$ cat src/rtl/vga_pkg.sv
// Shared constants and the packed pixel-word layout for the VGA plot path.
package vga_pkg;

  localparam int SCREEN_W = 160;
  localparam int SCREEN_H = 120;

  localparam int X_MSB   = 15;
  localparam int X_LSB   = 8;
  localparam int Y_MSB   = 7;
  localparam int Y_LSB   = 1;
  localparam int COL_BIT = 0;

  localparam logic [2:0] BLACK  = 3'b000;
  localparam logic [2:0] WHITE  = 3'b111;
  localparam logic [2:0] YELLOW = 3'b110;
  localparam logic [2:0] BLUE   = 3'b001;

  typedef struct packed {
    logic [X_MSB-X_LSB:0] x;
    logic [Y_MSB-Y_LSB:0] y;
    logic                 colour;
  } pix_word_t;

endpackage

$ cat src/rtl/vga_pixel_writer_if.sv
// Packed pixel-word valid/ready bus from the sprite/background mux.
interface vga_pixel_writer_if;
  logic [15:0] in_word;
  logic        in_valid;
  logic        in_ready;

  modport master (output in_word, output in_valid, input in_ready);
  modport slave  (input in_word, input in_valid, output in_ready);
endinterface

$ cat src/rtl/pixel_fifo.sv
// DEPTH x W synchronous FIFO; pushes when full and pops when empty are ignored.
module pixel_fifo #(
  parameter  int DEPTH = 4,
  parameter  int W     = 16,
  localparam int AW    = $clog2(DEPTH)
) (
  input  logic         clock,
  input  logic         resetn,
  input  logic         push,
  input  logic [W-1:0] din,
  input  logic         pop,
  output logic [W-1:0] dout,
  output logic         full,
  output logic         empty,
  output logic [AW:0]  count
);

  logic [W-1:0]  mem [DEPTH];
  logic [AW-1:0] wr_ptr, rd_ptr;
  logic          do_push, do_pop;

  assign full    = (count == (AW+1)'(DEPTH));
  assign empty   = (count == '0);
  assign do_push = push && !full;
  assign do_pop  = pop && !empty;
  assign dout    = mem[rd_ptr];

  // Storage needs no reset: pointers and count define what is valid.
  always_ff @(posedge clock) begin
    if (do_push) mem[wr_ptr] <= din;
  end

  always_ff @(posedge clock or negedge resetn) begin
    if (!resetn) begin
      wr_ptr <= '0;
      rd_ptr <= '0;
      count  <= '0;
    end else begin
      if (do_push) wr_ptr <= wr_ptr + 1'b1;
      if (do_pop)  rd_ptr <= rd_ptr + 1'b1;
      case ({do_push, do_pop})
        2'b10:   count <= count + 1'b1;
        2'b01:   count <= count - 1'b1;
        default: count <= count;
      endcase
    end
  end

endmodule

$ cat src/rtl/vga_pixel_writer.sv
// Buffers packed pixel words and plays them onto the vga_adapter plot port, one per clock.
module vga_pixel_writer
  import vga_pkg::*;
#(
  parameter int         DEPTH     = 4,
  parameter logic [2:0] FG_COLOUR = WHITE,
  parameter logic [2:0] BG_COLOUR = BLACK,
  parameter int         CNT_W     = 8
) (
  input  logic             clock,
  input  logic             resetn,
  vga_pixel_writer_if.slave pix,
  input  logic             stall,
  output logic [7:0]       vga_x,
  output logic [6:0]       vga_y,
  output logic [2:0]       vga_colour,
  output logic             vga_plot,
  output logic [CNT_W-1:0] drop_count,
  output logic             busy
);

  localparam int AW = $clog2(DEPTH);

  logic          full, empty, push, pop;
  logic [AW:0]   count;
  logic [15:0]   head;
  pix_word_t     word;
  logic          in_range;

  assign pix.in_ready = !full;
  assign push         = pix.in_valid && !full;
  assign pop          = !empty && !stall;
  assign word         = pix_word_t'(head);
  assign in_range     = (word.x < 8'(SCREEN_W)) && (word.y < 7'(SCREEN_H));
  assign busy         = (count != '0) || vga_plot;

  pixel_fifo #(.DEPTH(DEPTH), .W(16)) u_fifo (
    .clock  (clock),
    .resetn (resetn),
    .push   (push),
    .din    (pix.in_word),
    .pop    (pop),
    .dout   (head),
    .full   (full),
    .empty  (empty),
    .count  (count)
  );

  // Out-of-range words are still consumed so they never block the stream.
  always_ff @(posedge clock or negedge resetn) begin
    if (!resetn) begin
      vga_x      <= '0;
      vga_y      <= '0;
      vga_colour <= '0;
      vga_plot   <= 1'b0;
      drop_count <= '0;
    end else begin
      vga_plot <= 1'b0;
      if (pop) begin
        if (in_range) begin
          vga_x      <= word.x;
          vga_y      <= word.y;
          vga_colour <= word.colour ? FG_COLOUR : BG_COLOUR;
          vga_plot   <= 1'b1;
        end else if (drop_count != '1) begin
          drop_count <= drop_count + 1'b1;
        end
      end
    end
  end

endmodule

$ cat src/flat_wrapper.sv
// flat-port wrapper written by rule: the top's interface ports become plain ports
module vga_pixel_writer_flat import vga_pkg::*;
#(
  parameter int         DEPTH     = 4,
  parameter logic [2:0] FG_COLOUR = WHITE,
  parameter logic [2:0] BG_COLOUR = BLACK,
  parameter int         CNT_W     = 8
)
  (clock, resetn, stall, vga_x, vga_y, vga_colour, vga_plot, drop_count, busy, pix_in_word, pix_in_valid, pix_in_ready);
  vga_pixel_writer_if pix_i ();
  input  logic clock;
  input  logic resetn;
  input  logic stall;
  output logic [7:0] vga_x;
  output logic [6:0] vga_y;
  output logic [2:0] vga_colour;
  output logic vga_plot;
  output logic [CNT_W-1:0] drop_count;
  output logic busy;
  input wire logic [$bits(pix_i.in_word)-1:0] pix_in_word;
  input wire logic [$bits(pix_i.in_valid)-1:0] pix_in_valid;
  output wire logic [$bits(pix_i.in_ready)-1:0] pix_in_ready;
  assign pix_i.in_word = pix_in_word;
  assign pix_i.in_valid = pix_in_valid;
  assign pix_in_ready = pix_i.in_ready;
  vga_pixel_writer #(.DEPTH(DEPTH), .FG_COLOUR(FG_COLOUR), .BG_COLOUR(BG_COLOUR), .CNT_W(CNT_W)) u_core (.clock(clock), .resetn(resetn), .pix(pix_i), .stall(stall), .vga_x(vga_x), .vga_y(vga_y), .vga_colour(vga_colour), .vga_plot(vga_plot), .drop_count(drop_count), .busy(busy));
endmodule
$ cat config.mk
export PLATFORM = sky130hd
export DESIGN_NAME = vga_pixel_writer_flat
export DESIGN_NICKNAME = d
export VERILOG_FILES = /design/src/rtl/vga_pkg.sv /design/src/rtl/vga_pixel_writer_if.sv /design/src/rtl/pixel_fifo.sv /design/src/rtl/vga_pixel_writer.sv /design/src/flat_wrapper.sv
export SDC_FILE = /design/constraint.sdc
export NUM_CORES = 1
export LEC_CHECK = 0
export CAP_MARGIN = 20
export CORE_AREA = 5 5 91 93
export DETAILED_ROUTE_END_ITERATION = 8
export DIE_AREA = 0 0 96 98
export PLACE_DENSITY = 0.76
export SETUP_SLACK_MARGIN = 0.2
export SYNTH_ARGS = -nofsm -noshare
export SYNTH_HDL_FRONTEND = slang
export SYNTH_SLANG_ARGS = --single-unit
$ cat constraint.sdc
create_clock -name clock -period 2.5 [get_ports clock]
set_clock_uncertainty 0.1 [all_clocks]
set_input_delay 0.375 -clock clock [delete_from_list [all_inputs] [get_ports clock]]
set_output_delay 0.375 -clock clock [all_outputs]
set_load 0.005 [all_outputs]
==> results.md <==
Logic synthesis:
- The most common cell in the netlist is edfxtp_1.
- Sorting the synthesized cells by how often they occur yields edfxtp_1 (64), dfrtp_1 (32), mux4_2 (11).
- After synthesis, the mean cell area works out to 20.0 um^2.
- The netlist area before placement is 3830 um^2.
- The proportion of register bits with asynchronous set or reset after synthesis is 33.3%.
- In this run, synthesis inferred 64 flip-flops with an integrated enable.
- Summed over its instances, the top area cell type makes up 50.2% of the synthesized netlist area.
- The most used flip-flop cell after synthesis is edfxtp_1.
- Sequential elements use 71.1% of the synthesized area.
- The number of nets in the synthesized netlist is 218.
- Yosys printed 0 warnings.
- Yosys attributes the largest share of cell area to edfxtp_1 (50%), dfrtp_1 (21%), mux4_2 (6.5%), mux2_4 (3.5%), mux4_1 (3.4%).
- The synthesized design spends more area on one cell type than any other, namely edfxtp_1.
- Synthesis instantiated 31 different standard cells from the library.
- The register bit total from synthesis is 96.
- The post-synthesis cell count is 191.

Outcome:
- The flow ran to the end, and the final reports show no timing, DRC or antenna violations.

Clock tree:
- TritonCTS created 9 clock buffers.
- After clock tree synthesis, the flow added hold-fix buffers numbering 0.
- The clock-pin slew reported for the worst setup and hold paths after clock tree synthesis is 90 ps.
- The number of sinks handled by clock tree synthesis is 96.
- The number of buffers between clock root and the deepest sink is 2.
- The TritonCTS clock tree is yes.
- The number of H-tree levels is 3.
- The clock reaches the later pin of the worst-skew pair after 350 ps.
- In this run the clock root is driven by a clkbuf_8.

Timing:
- The ratio of final minimum period to clock period is 88.5%.
- Setup repair after global routing left no endpoint under its margin.
- Setup total negative slack on the finished layout was measured at 0 ps.
- The post-layout minimum cycle time is 2210 ps.
- Setup violations remaining at the end of the flow were counted as 0.
- For this run, the top clock speed supported by timing is 0.452 GHz.
- The relative slew slack is 71.9%.
- At the pin with the least slew margin, the transition time is 422 ps.
- The worst path meets setup with 289 ps of slack.
- The max-slew violation count came to 0.
- The hold violation total from the final report came to 0.

Placement:
- After legalization and detailed placement, the total HPWL measured 4.42 mm.
- Buffers placed on the I/O ports in this run total 48.
- Once placement completed, the tool counted placed cells totaling 345.
- OpenSTA, run right after detailed placement, puts the worst setup slack at 107 ps.
- Routability-driven placement finished with a final weighted congestion of 0.726.

Worst hold path:
- The tightest min-delay check is of the in2async type.

Routing:
- After detailed routing, the average wire length per cell comes to 18.5 um.
- In this run, the number of DRC markers left after iteration 0 of detailed routing was 82.
- The number of detailed-route iterations in the first pass is 4.
- The count of nets left with antenna violations after detail routing is 0.
- Summed over all layers, the routed wires come to 6.76 mm.
- Across all layers, the routed design uses 1882 vias.
- The total DRC errors in the routed layout is 0.
- The per-cell via count in the routed design is 5.16.

Floorplanning:
- The placement row count is 32.
- For this design the top-level I/O count stands at 49.
- The initial utilization of the core area, before any placement, comes to 51.4%.
- The floorplan step defined a core boundary enclosing 7450 um^2.
- The die outline area is 9410 um^2.
- From bottom edge to top edge, the die measures 98 um.
- The overall die width is 96 um.

Worst setup path:
- By startpoint and endpoint, the worst setup path is classified as reg2reg.
- STA classifies the critical path startpoint as a flip-flop.
- The launch instance of the worst register-to-register path is u_core.u_fifo.rd_ptr[0].
- The endpoint of the lowest-slack register-to-register path is u_core.drop_count[4].
- The highest fanout seen on the critical path is 7.
- The worst endpoint required time is 2670 ps.
- The kind of end point of the critical path is a flip-flop.
- The flop-to-flop setup slack is 290 ps.
- The arrival time reported for the critical path endpoint is 2380 ps.
- For the worst flop-to-flop path, the logic depth is 7.

Global route:
- The number of global-route vias before repair was 2032.
- The maximum number of pins on one net before global-route repair is 33.
- The global-route wire length before repair is 11.0 mm.
- The initial antenna violation count was 0.
- The remaining global-route overflow is 0.
- Global routing used 15.9% of the available tracks across all layers.

Layout:
- Fill cells in the final layout number 547.
- The total number of nets in the final design is 285.
- The relative area change from synthesis to final layout is 24.7%.
- The number of diodes is 0.
- The utilization after layout is 64.1%.
- The proportion of layout cells with a drive suffix above 1 is 26.2%.
- The count of non-filler cells in the finished layout is 365.

Job:
- The tool flagged a number of max-cap violations equal to 0.

Pwr:
- Power comes to 0.00577 W.
- The power density of the placed cells is 1210 nW/um^2.
- The maximum VDD drop is 0.569 mV.
- The total leakage power is 1.80 nW.
==> layer usage <==
layer / vias to the layer above / global-route usage, % / share of wire (%)
met1: 962 / 20.4 / 43
met5: - / 0 / 0
li1: 864 / - / -
met4: 0 / 5.25 / 0.67
met2: 52 / 26.0 / 52
met3: 4 / 4.31 / 4.9
==> state kept, by name (all words and copies together), names as in the netlist <==
name	flops
u_core.u_fifo.mem	64
u_core.drop_count	8
u_core.vga_x	8
u_core.vga_y	7
u_core.u_fifo.count	3
u_core.u_fifo.rd_ptr	2
u_core.u_fifo.wr_ptr	2
u_core.vga_colour	1
u_core.vga_plot	1
==> area by class of cell <==
class                      instances  area, um^2  share of cell area [%]
timing repair buffer              63         609                    12.8
multi-input combinational         81        1040                    21.9
clock buffer                      10         128                    2.67
inverter                           7        26.3                   0.550
sequential                        96        2730                    57.1
clock inverter                     6         115                    2.41
tap                              102         128                    2.67
==> cells by family (layout without fill, tap and decap cells) <==
logic type | Yosys count | count (layout) | synth area share [%]
AOI/OAI and AO/OA | 3 | 3 | 1.08
xor gates and xnor gates | 13 | 13 | 2.97
adders and majority gates | 7 | 7 | 2.48
buffers and inverters | 14 | 86 | 1.99
DFF | 96 | 96 | 71.1
muxes | 34 | 34 | 16.0
and+or+nand+nor | 24 | 24 | 4.31
==> placed cells by master (no fill, tap or decap), types with 2 or more instances in the layout <==
master / count
inv_1: 6
bufinv_16: 3
nand4_1: 2
ha_1: 6
buf_4: 13
nand2_1: 4
clkdlybuf4s50_1: 48
mux4_2: 12
xnor2_1: 8
and4_1: 3
clkbuf_8: 9
mux2_4: 9
xor2_1: 5
dfrtp_2: 2
edfxtp_1: 64
nor2_1: 2
dfrtp_1: 30
mux4_1: 4
and3_1: 6
mux2_2: 8
==> worst max-delay path, cell delays in order, from the launching register on <==
cell and delay [ps]:
dfrtp_2 460, buf_4 170, mux4_1 390, o21ai_4 100, a2111oi_4 330, buf_4 200, and4_1 210, xor2_1 170
==> through the flow <==
stage / area [um^2] / hold WS, ps
2_1_floorplan: 3830 / -20.6
3_3_place_gp: 4470 / 379
3_5_place_dp: 4470 / 386
4_1_cts: 4760 / 320
5_1_grt: 4780 / 335
6_report: 4780 / 319
==> worst max-delay path by stage <==
| stage | cells after the start | slack [ps] | startpoint | endpoint |
|---|---|---|---|---|
| after floorplan | 6 | 370 | u_core.u_fifo.rd_ptr[0] | u_core.vga_x[4] |
| after global placement | 5 | 130 | u_core.u_fifo.rd_ptr[0] | u_core.drop_count[1] |
| after detailed placement | 6 | 110 | u_core.u_fifo.rd_ptr[0] | u_core.drop_count[4] |
| after CTS | 7 | 200 | u_core.u_fifo.rd_ptr[0] | u_core.drop_count[4] |
| after global routing | 7 | 200 | u_core.u_fifo.rd_ptr[0] | u_core.drop_count[4] |
| final | 7 | 290 | u_core.u_fifo.rd_ptr[0] | u_core.drop_count[4] |
==> timing repair <==
action                     in CTS  in global routing
buffers inserted                4                  0
resized for setup               3                  6
pin swaps                       2                  1
setup endpoints to repair      22                  7
cloned                          0                  0
==> power breakdown <==
part	switching (W)	internal, W	total [W]
Clock	0.000522	0.000670	0.00119
Sequential	0.000282	0.00218	0.00246
Combinational	0.000847	0.00127	0.00211
Total	0.00165	0.00412	0.00577
Power figures use the tool's default switching activity.
